## src/rtl/mod_updown_counter_pkg.sv

```systemverilog
// Shared definitions for the modulo-N up/down counter.
//   CNT_UP / CNT_DN     : values for the up (direction) input
//   CNT_SAT / CNT_WRAP  : values for the sat (boundary mode) input
//   cnt_op_e            : the single action taken on a clock edge
//   decode_op           : resolves clr > load > en priority into one action
package mod_updown_counter_pkg;

   localparam logic CNT_UP   = 1'b1;
   localparam logic CNT_DN   = 1'b0;
   localparam logic CNT_SAT  = 1'b1;
   localparam logic CNT_WRAP = 1'b0;

   typedef enum logic [1:0] {
      OP_HOLD = 2'd0,
      OP_CLR  = 2'd1,
      OP_LOAD = 2'd2,
      OP_STEP = 2'd3
   } cnt_op_e;

   function automatic cnt_op_e decode_op(input logic i_clr, input logic i_load, input logic i_en);
      if (i_clr)       return OP_CLR;
      else if (i_load) return OP_LOAD;
      else if (i_en)   return OP_STEP;
      else             return OP_HOLD;
   endfunction

endpackage

```

## src/rtl/mod_updown_counter_counter_reg.sv

```systemverilog
// counter_reg: WIDTH-bit storage register for the counter value.
//   clk     : rising-edge clock
//   rst     : asynchronous active-low reset, forces o_q to RST_VAL
//   i_load  : when high, o_q takes i_d on the clock edge; otherwise holds
//   i_d     : next value
//   o_q     : registered value
module counter_reg #(
   parameter int WIDTH   = 4,
   parameter int RST_VAL = 0
) (
   input  logic             clk,
   input  logic             rst,
   input  logic             i_load,
   input  logic [WIDTH-1:0] i_d,
   output logic [WIDTH-1:0] o_q
);

   logic [WIDTH-1:0] r_q;

   always_ff @(posedge clk or negedge rst) begin
      if (!rst)        r_q <= WIDTH'(RST_VAL);
      else if (i_load) r_q <= i_d;
   end

   assign o_q = r_q;

endmodule

```

## src/rtl/mod_updown_counter.sv

```systemverilog
// mod_updown_counter: modulo-(MAX+1) up/down counter with synchronous clear,
// clamped parallel load, enable, and wrap/saturate boundary handling.
//   clk      : rising-edge clock
//   rst      : asynchronous active-low reset (out=RST_VAL, wrap=0, ovf=0)
//   clr      : synchronous clear (highest priority)
//   load     : synchronous load of min(load_val, MAX)
//   load_val : load data
//   en       : count enable (lowest priority)
//   up       : 1 = increment, 0 = decrement
//   sat      : 1 = hold at boundary, 0 = wrap
//   out      : registered count, always 0..MAX
//   tc       : combinational terminal count for the current direction
//   wrap     : registered one-cycle pulse after a wrap step
//   ovf      : registered sticky flag, set by any enabled step at the boundary
module mod_updown_counter
   import mod_updown_counter_pkg::*;
#(
   parameter int WIDTH   = 4,
   parameter int MAX     = 15,
   parameter int RST_VAL = 0
) (
   input  logic             clk,
   input  logic             rst,
   input  logic             clr,
   input  logic             load,
   input  logic [WIDTH-1:0] load_val,
   input  logic             en,
   input  logic             up,
   input  logic             sat,
   output logic [WIDTH-1:0] out,
   output logic             tc,
   output logic             wrap,
   output logic             ovf
);

   if (WIDTH < 1 || MAX < 0 || (MAX >> WIDTH) != 0 || RST_VAL < 0 || RST_VAL > MAX) begin : g_bad_params
      $error("mod_updown_counter: illegal WIDTH/MAX/RST_VAL combination");
   end

   // Arithmetic is done one bit wider so that MAX = 2**WIDTH-1 still sees the
   // carry/borrow instead of silently rolling over.
   localparam logic [WIDTH:0]   MAX_EXT = (WIDTH+1)'(MAX);
   localparam logic [WIDTH-1:0] MAX_V   = WIDTH'(MAX);

   cnt_op_e          w_op;
   logic [WIDTH-1:0] w_cnt;
   logic [WIDTH-1:0] w_next;
   logic             w_reg_load;
   logic [WIDTH:0]   w_inc;
   logic [WIDTH:0]   w_dec;
   logic [WIDTH:0]   w_ld_ext;
   logic [WIDTH-1:0] w_ld_clamp;
   logic             w_wrap_next;
   logic             w_ovf_next;
   logic             r_wrap;
   logic             r_ovf;

   assign w_op       = decode_op(clr, load, en);
   assign w_inc      = {1'b0, w_cnt} + (WIDTH+1)'(1);
   assign w_dec      = {1'b0, w_cnt} - (WIDTH+1)'(1);
   assign w_ld_ext   = {1'b0, load_val};
   assign w_ld_clamp = (w_ld_ext > MAX_EXT) ? MAX_V : load_val;
   assign tc         = up ? (w_cnt == MAX_V) : (w_cnt == '0);

   always_comb begin
      w_next      = w_cnt;
      w_reg_load  = 1'b0;
      w_wrap_next = 1'b0;
      w_ovf_next  = r_ovf;
      case (w_op)
         OP_CLR: begin
            w_next     = '0;
            w_reg_load = 1'b1;
            w_ovf_next = 1'b0;
         end
         OP_LOAD: begin
            w_next     = w_ld_clamp;
            w_reg_load = 1'b1;
         end
         OP_STEP: begin
            if (!tc) begin
               w_next     = up ? w_inc[WIDTH-1:0] : w_dec[WIDTH-1:0];
               w_reg_load = 1'b1;
            end else begin
               w_ovf_next = 1'b1;
               if (!sat) begin
                  // Boundary detected from the widened result: carry past MAX
                  // or borrow below zero selects the opposite end of the range.
                  w_next      = up ? ((w_inc > MAX_EXT) ? '0 : w_inc[WIDTH-1:0])
                                   : (w_dec[WIDTH] ? MAX_V : w_dec[WIDTH-1:0]);
                  w_reg_load  = 1'b1;
                  w_wrap_next = 1'b1;
               end
            end
         end
         default: ;
      endcase
   end

   counter_reg #(
      .WIDTH   (WIDTH),
      .RST_VAL (RST_VAL)
   ) u_counter_reg (
      .clk    (clk),
      .rst    (rst),
      .i_load (w_reg_load),
      .i_d    (w_next),
      .o_q    (w_cnt)
   );

   always_ff @(posedge clk or negedge rst) begin
      if (!rst) begin
         r_wrap <= 1'b0;
         r_ovf  <= 1'b0;
      end else begin
         r_wrap <= w_wrap_next;
         r_ovf  <= w_ovf_next;
      end
   end

   assign out  = w_cnt;
   assign wrap = r_wrap;
   assign ovf  = r_ovf;

endmodule

```

## config.mk

```make
export PLATFORM = sky130hd
export DESIGN_NAME = mod_updown_counter
export DESIGN_NICKNAME = d
export VERILOG_FILES = /design/src/rtl/mod_updown_counter_pkg.sv /design/src/rtl/mod_updown_counter_counter_reg.sv /design/src/rtl/mod_updown_counter.sv
export SDC_FILE = /design/constraint.sdc
export NUM_CORES = 1
export LEC_CHECK = 0
export BUFFER_PORTS_ARGS = -buffer_cell sky130_fd_sc_hd__buf_4
export CAP_MARGIN = 5
export CORE_AREA = 3 3 40 42
export CTS_BUF_LIST = sky130_fd_sc_hd__clkbuf_16
export CTS_CLUSTER_DIAMETER = 80
export CTS_CLUSTER_SIZE = 12
export DETAILED_ROUTE_END_ITERATION = 12
export DIE_AREA = 0 0 43 45
export GPL_TIMING_DRIVEN = 0
export PLACE_DENSITY_LB_ADDON = 0.05
export SLEW_MARGIN = 5
export SYNTH_ARGS = -nofsm -noshare
export SYNTH_HDL_FRONTEND = slang
export SYNTH_SLANG_ARGS = --single-unit
export TNS_END_PERCENT = 20
```

## constraint.sdc

```tcl
create_clock -name clk -period 3.6 [get_ports clk]
set_input_delay 0.18 -clock clk [delete_from_list [all_inputs] [get_ports clk]]
set_output_delay 0.18 -clock clk [all_outputs]
set_load 0.005 [all_outputs]
```

==> flow_metrics.py <==
metrics = {
    "placed_design": {
        "post_dp_cell_area_um2": 706,
        "dp.final_hpwl_um": 1080,
        "numPortBuffers": 17,
        "gp_congestion": 0.826,
    },
    "drt": {
        "via_count": 576,
        "drt.antenna.violating_nets": 0,
        "first_pass_iters": 4,
        "drt-initial-drc-count": 17,
        "route.detailed.drc": 0,
        "vias_per_cell": 5.65,
        "wirelength_um": 1350,
        "wl_per_cell_um": 13.2,
    },
    "power_and_ir_drop": {
        "swShare_pct": 29.3,
        "p_switching_uw": 124,
        "powerDensity_nw_per_um2": 538,
        "pwr-share-clk_pct": 41.5,
        "internal-power_uw": 301,
        "ir_drop_uv": 226,
        "power_leakage_nw": 0.391,
        "combinationalPowerShare_pct": 35.3,
        "p_seq_share_pct": 23.2,
    },
    "die": {
        "start_util_pct": 43.5,
        "die-area_um2": 1940,
        "chipHeight_um": 45,
        "ios": 18,
        "rows": 13,
        "die_x_um": 43,
        "fp.coreArea_um2": 1280,
    },
    "synthesis": {
        "synth_top_area_share_pct": 26.8,
        "syn-num-nets": 84,
        "ys_ff_latch": 6,
        "ys.flop_type": "dfrtp_1",
        "synth_area_leaders": "dfrtp_1 (27%), ha_1 (16%), inv_1 (5.4%)",
        "synth_edf_count": 0,
        "synth_cells": 66,
        "ys_seq_area_share_pct": 26.8,
        "synth_warnings": 0,
        "async_reset_ff_share_pct": 100,
        "netlist_area_um2": 559,
        "syn_area_per_cell_um2": 8.47,
        "ys_types": 30,
        "yosysTopAreaCell": "dfrtp_1",
    },
    "worst_setup_path": {
        "critPathRequiredTime_ps": 3710,
        "worstReg2RegStart": "u_counter_reg.o_q[0]",
        "worstSetupStartpointType": "register",
        "path_max_fanout": 8,
        "end_kind": "register",
        "timing.rr.end": "u_counter_reg.o_q[2]",
        "worst-setup-path-type": "reg2reg",
        "crit_arrival_ps": 2100,
        "reg2regPathDepth": 6,
        "r2r_slack_ps": 1610,
    },
    "hold_path": {
        "hold_end": "wrap",
        "hp-class": "in2reg",
        "hold_depth": 2,
        "hold_path.startpoint": "sat",
    },
    "cts": {
        "numCtsBuffers": 3,
        "clockBufferDepth": 2,
        "clk-insertion-delay-late_ps": 220,
        "clk_pin_slew_ps": 30,
        "clock_sinks": 6,
        "cts-htree-levels": 1,
        "post_cts_resize_count": 0,
        "cts_tree": "done",
        "cts_root_buf": "clkbuf_16",
    },
    "timing": {
        "rsz0062_at_grt": "false",
        "setup-violations-final": 0,
        "slew_headroom_pct": 74.2,
        "post-route-min-period_ps": 1990,
        "hold_viol": 0,
        "finClkSkew_ps": 2.18,
        "drv_slew": 0,
        "post-route-period-util_pct": 55.4,
        "fin_tns_setup_ps": 0,
        "fmax_mhz": 502,
        "worst_pin_slew_ps": 387,
    },
    "grt": {
        "grt_pass1_wl_um": 2370,
        "overflow": 0,
        "grt_start_max_net_pins": 11,
        "first_global_vias": 571,
        "track_usage_pct": 16.2,
        "antenna_found_initial": 0,
    },
    "finish": {
        "areaGrowthSynthToFinish_pct": 41.4,
        "multi_input_area_um2": 363,
        "fin_area_um2": 791,
        "antenna_cells": 0,
        "drive_gt1_share_pct": 32.2,
        "regArea_um2": 150,
        "fill_cells": 120,
        "layout_common_cells": "buf_4 (17), inv_1 (8), nand2_1 (7), ha_1 (7), dfrtp_1 (6)",
        "final_common_cell": "buf_4",
        "final_nets": 107,
    },
    "status": {
        "status": "finished clean",
    },
    "run": {
        "cap_violations": 0,
    },
}
==> critical path, cell delays in order, from the launching register on <==
cell     delay (ps)
dfrtp_1         460
inv_1           130
ha_1            180
or4b_4          480
a21o_1          250
and2_4          170
a22o_1          200
==> cell usage after synthesis (2+ instances only) <==
library cell / count
a21o_1: 2
a21oi_1: 5
a31oi_1: 3
dfrtp_1: 6
ha_1: 7
inv_1: 8
nand2_1: 7
nor2_1: 3
o21ai_0: 4
==> worst max-delay path by stage <==
stage | cells after the start | slack, ps | to | startpoint
after floorplan | 6 | 1760 | u_counter_reg.o_q[2] | u_counter_reg.o_q[0]
after global placement | 6 | 1640 | u_counter_reg.o_q[2] | u_counter_reg.o_q[0]
after detailed placement | 6 | 1620 | u_counter_reg.o_q[2] | u_counter_reg.o_q[0]
after CTS | 6 | 1620 | u_counter_reg.o_q[3] | u_counter_reg.o_q[0]
after global routing | 6 | 1530 | u_counter_reg.o_q[3] | u_counter_reg.o_q[0]
final | 6 | 1610 | u_counter_reg.o_q[2] | u_counter_reg.o_q[0]
==> cells by family after synthesis <==
group	synth area share [%]
adders and majority gates	15.7
DFF	26.8
and+or+nand+nor	21.3
AOI/OAI and AO/OA	28.0
buffers and inverters	8.28
==> flip-flops by register name (all words and copies together), names as in the netlist <==
name               cells
u_counter_reg.o_q      4
ovf                    1
wrap                   1
==> power by group through the flow <==
stage | combinational [mW] | clock (mW) | sequential, mW
after floorplan | 0.0931 | 0 | 0.0972
after global placement | 0.145 | 0 | 0.0993
after detailed placement | 0.149 | 0 | 0.0992
after CTS | 0.151 | 0.177 | 0.0986
after global routing | 0.169 | 0.183 | 0.103
final | 0.150 | 0.177 | 0.0986
==> layer usage <==
layer | wire length, um | up-vias | share of wire [%] | GRT usage (%)
met2 | 668 | 17 | 49 | 27.2
met4 | 4 | 0 | 0.30 | 7.23
met5 | 0 | - | 0 | 0
li1 | - | 285 | - | -
met3 | 75 | 2 | 5.6 | 3.59
met1 | 603 | 272 | 45 | 20.1
==> layout make-up <==
type | instances | area share (%)
inverters | 8 | 3.80
clock buffers | 3 | 9.49
multi-input cells | 50 | 45.9
plain buffers | 2 | 2.06
well taps | 15 | 2.37
repair buffers | 18 | 17.4
flip-flops and latches | 6 | 19.0
==> per-stage QoR <==
step | setup WS, ps | total power [mW] | std cells | util (%) | hold slack [ps]
finish | 1610 | 0.425 | 102 | 61.5 | 128
global route | 1530 | 0.454 | 102 | 61.5 | 126
detailed placement | 1620 | 0.248 | 98 | 54.9 | -8.79
CTS | 1620 | 0.426 | 102 | 61.5 | 125
floorplan | 1760 | 0.190 | 66 | - | -116
global placement | 1640 | 0.245 | 98 | 54.9 | -13.5
==> timing repair <==
item,CTS,global route
hold buffers,1,0
setup buffers,0,0
endpoints found under the hold margin,6,0
No activity file was read; power rests on OpenSTA's default activity.
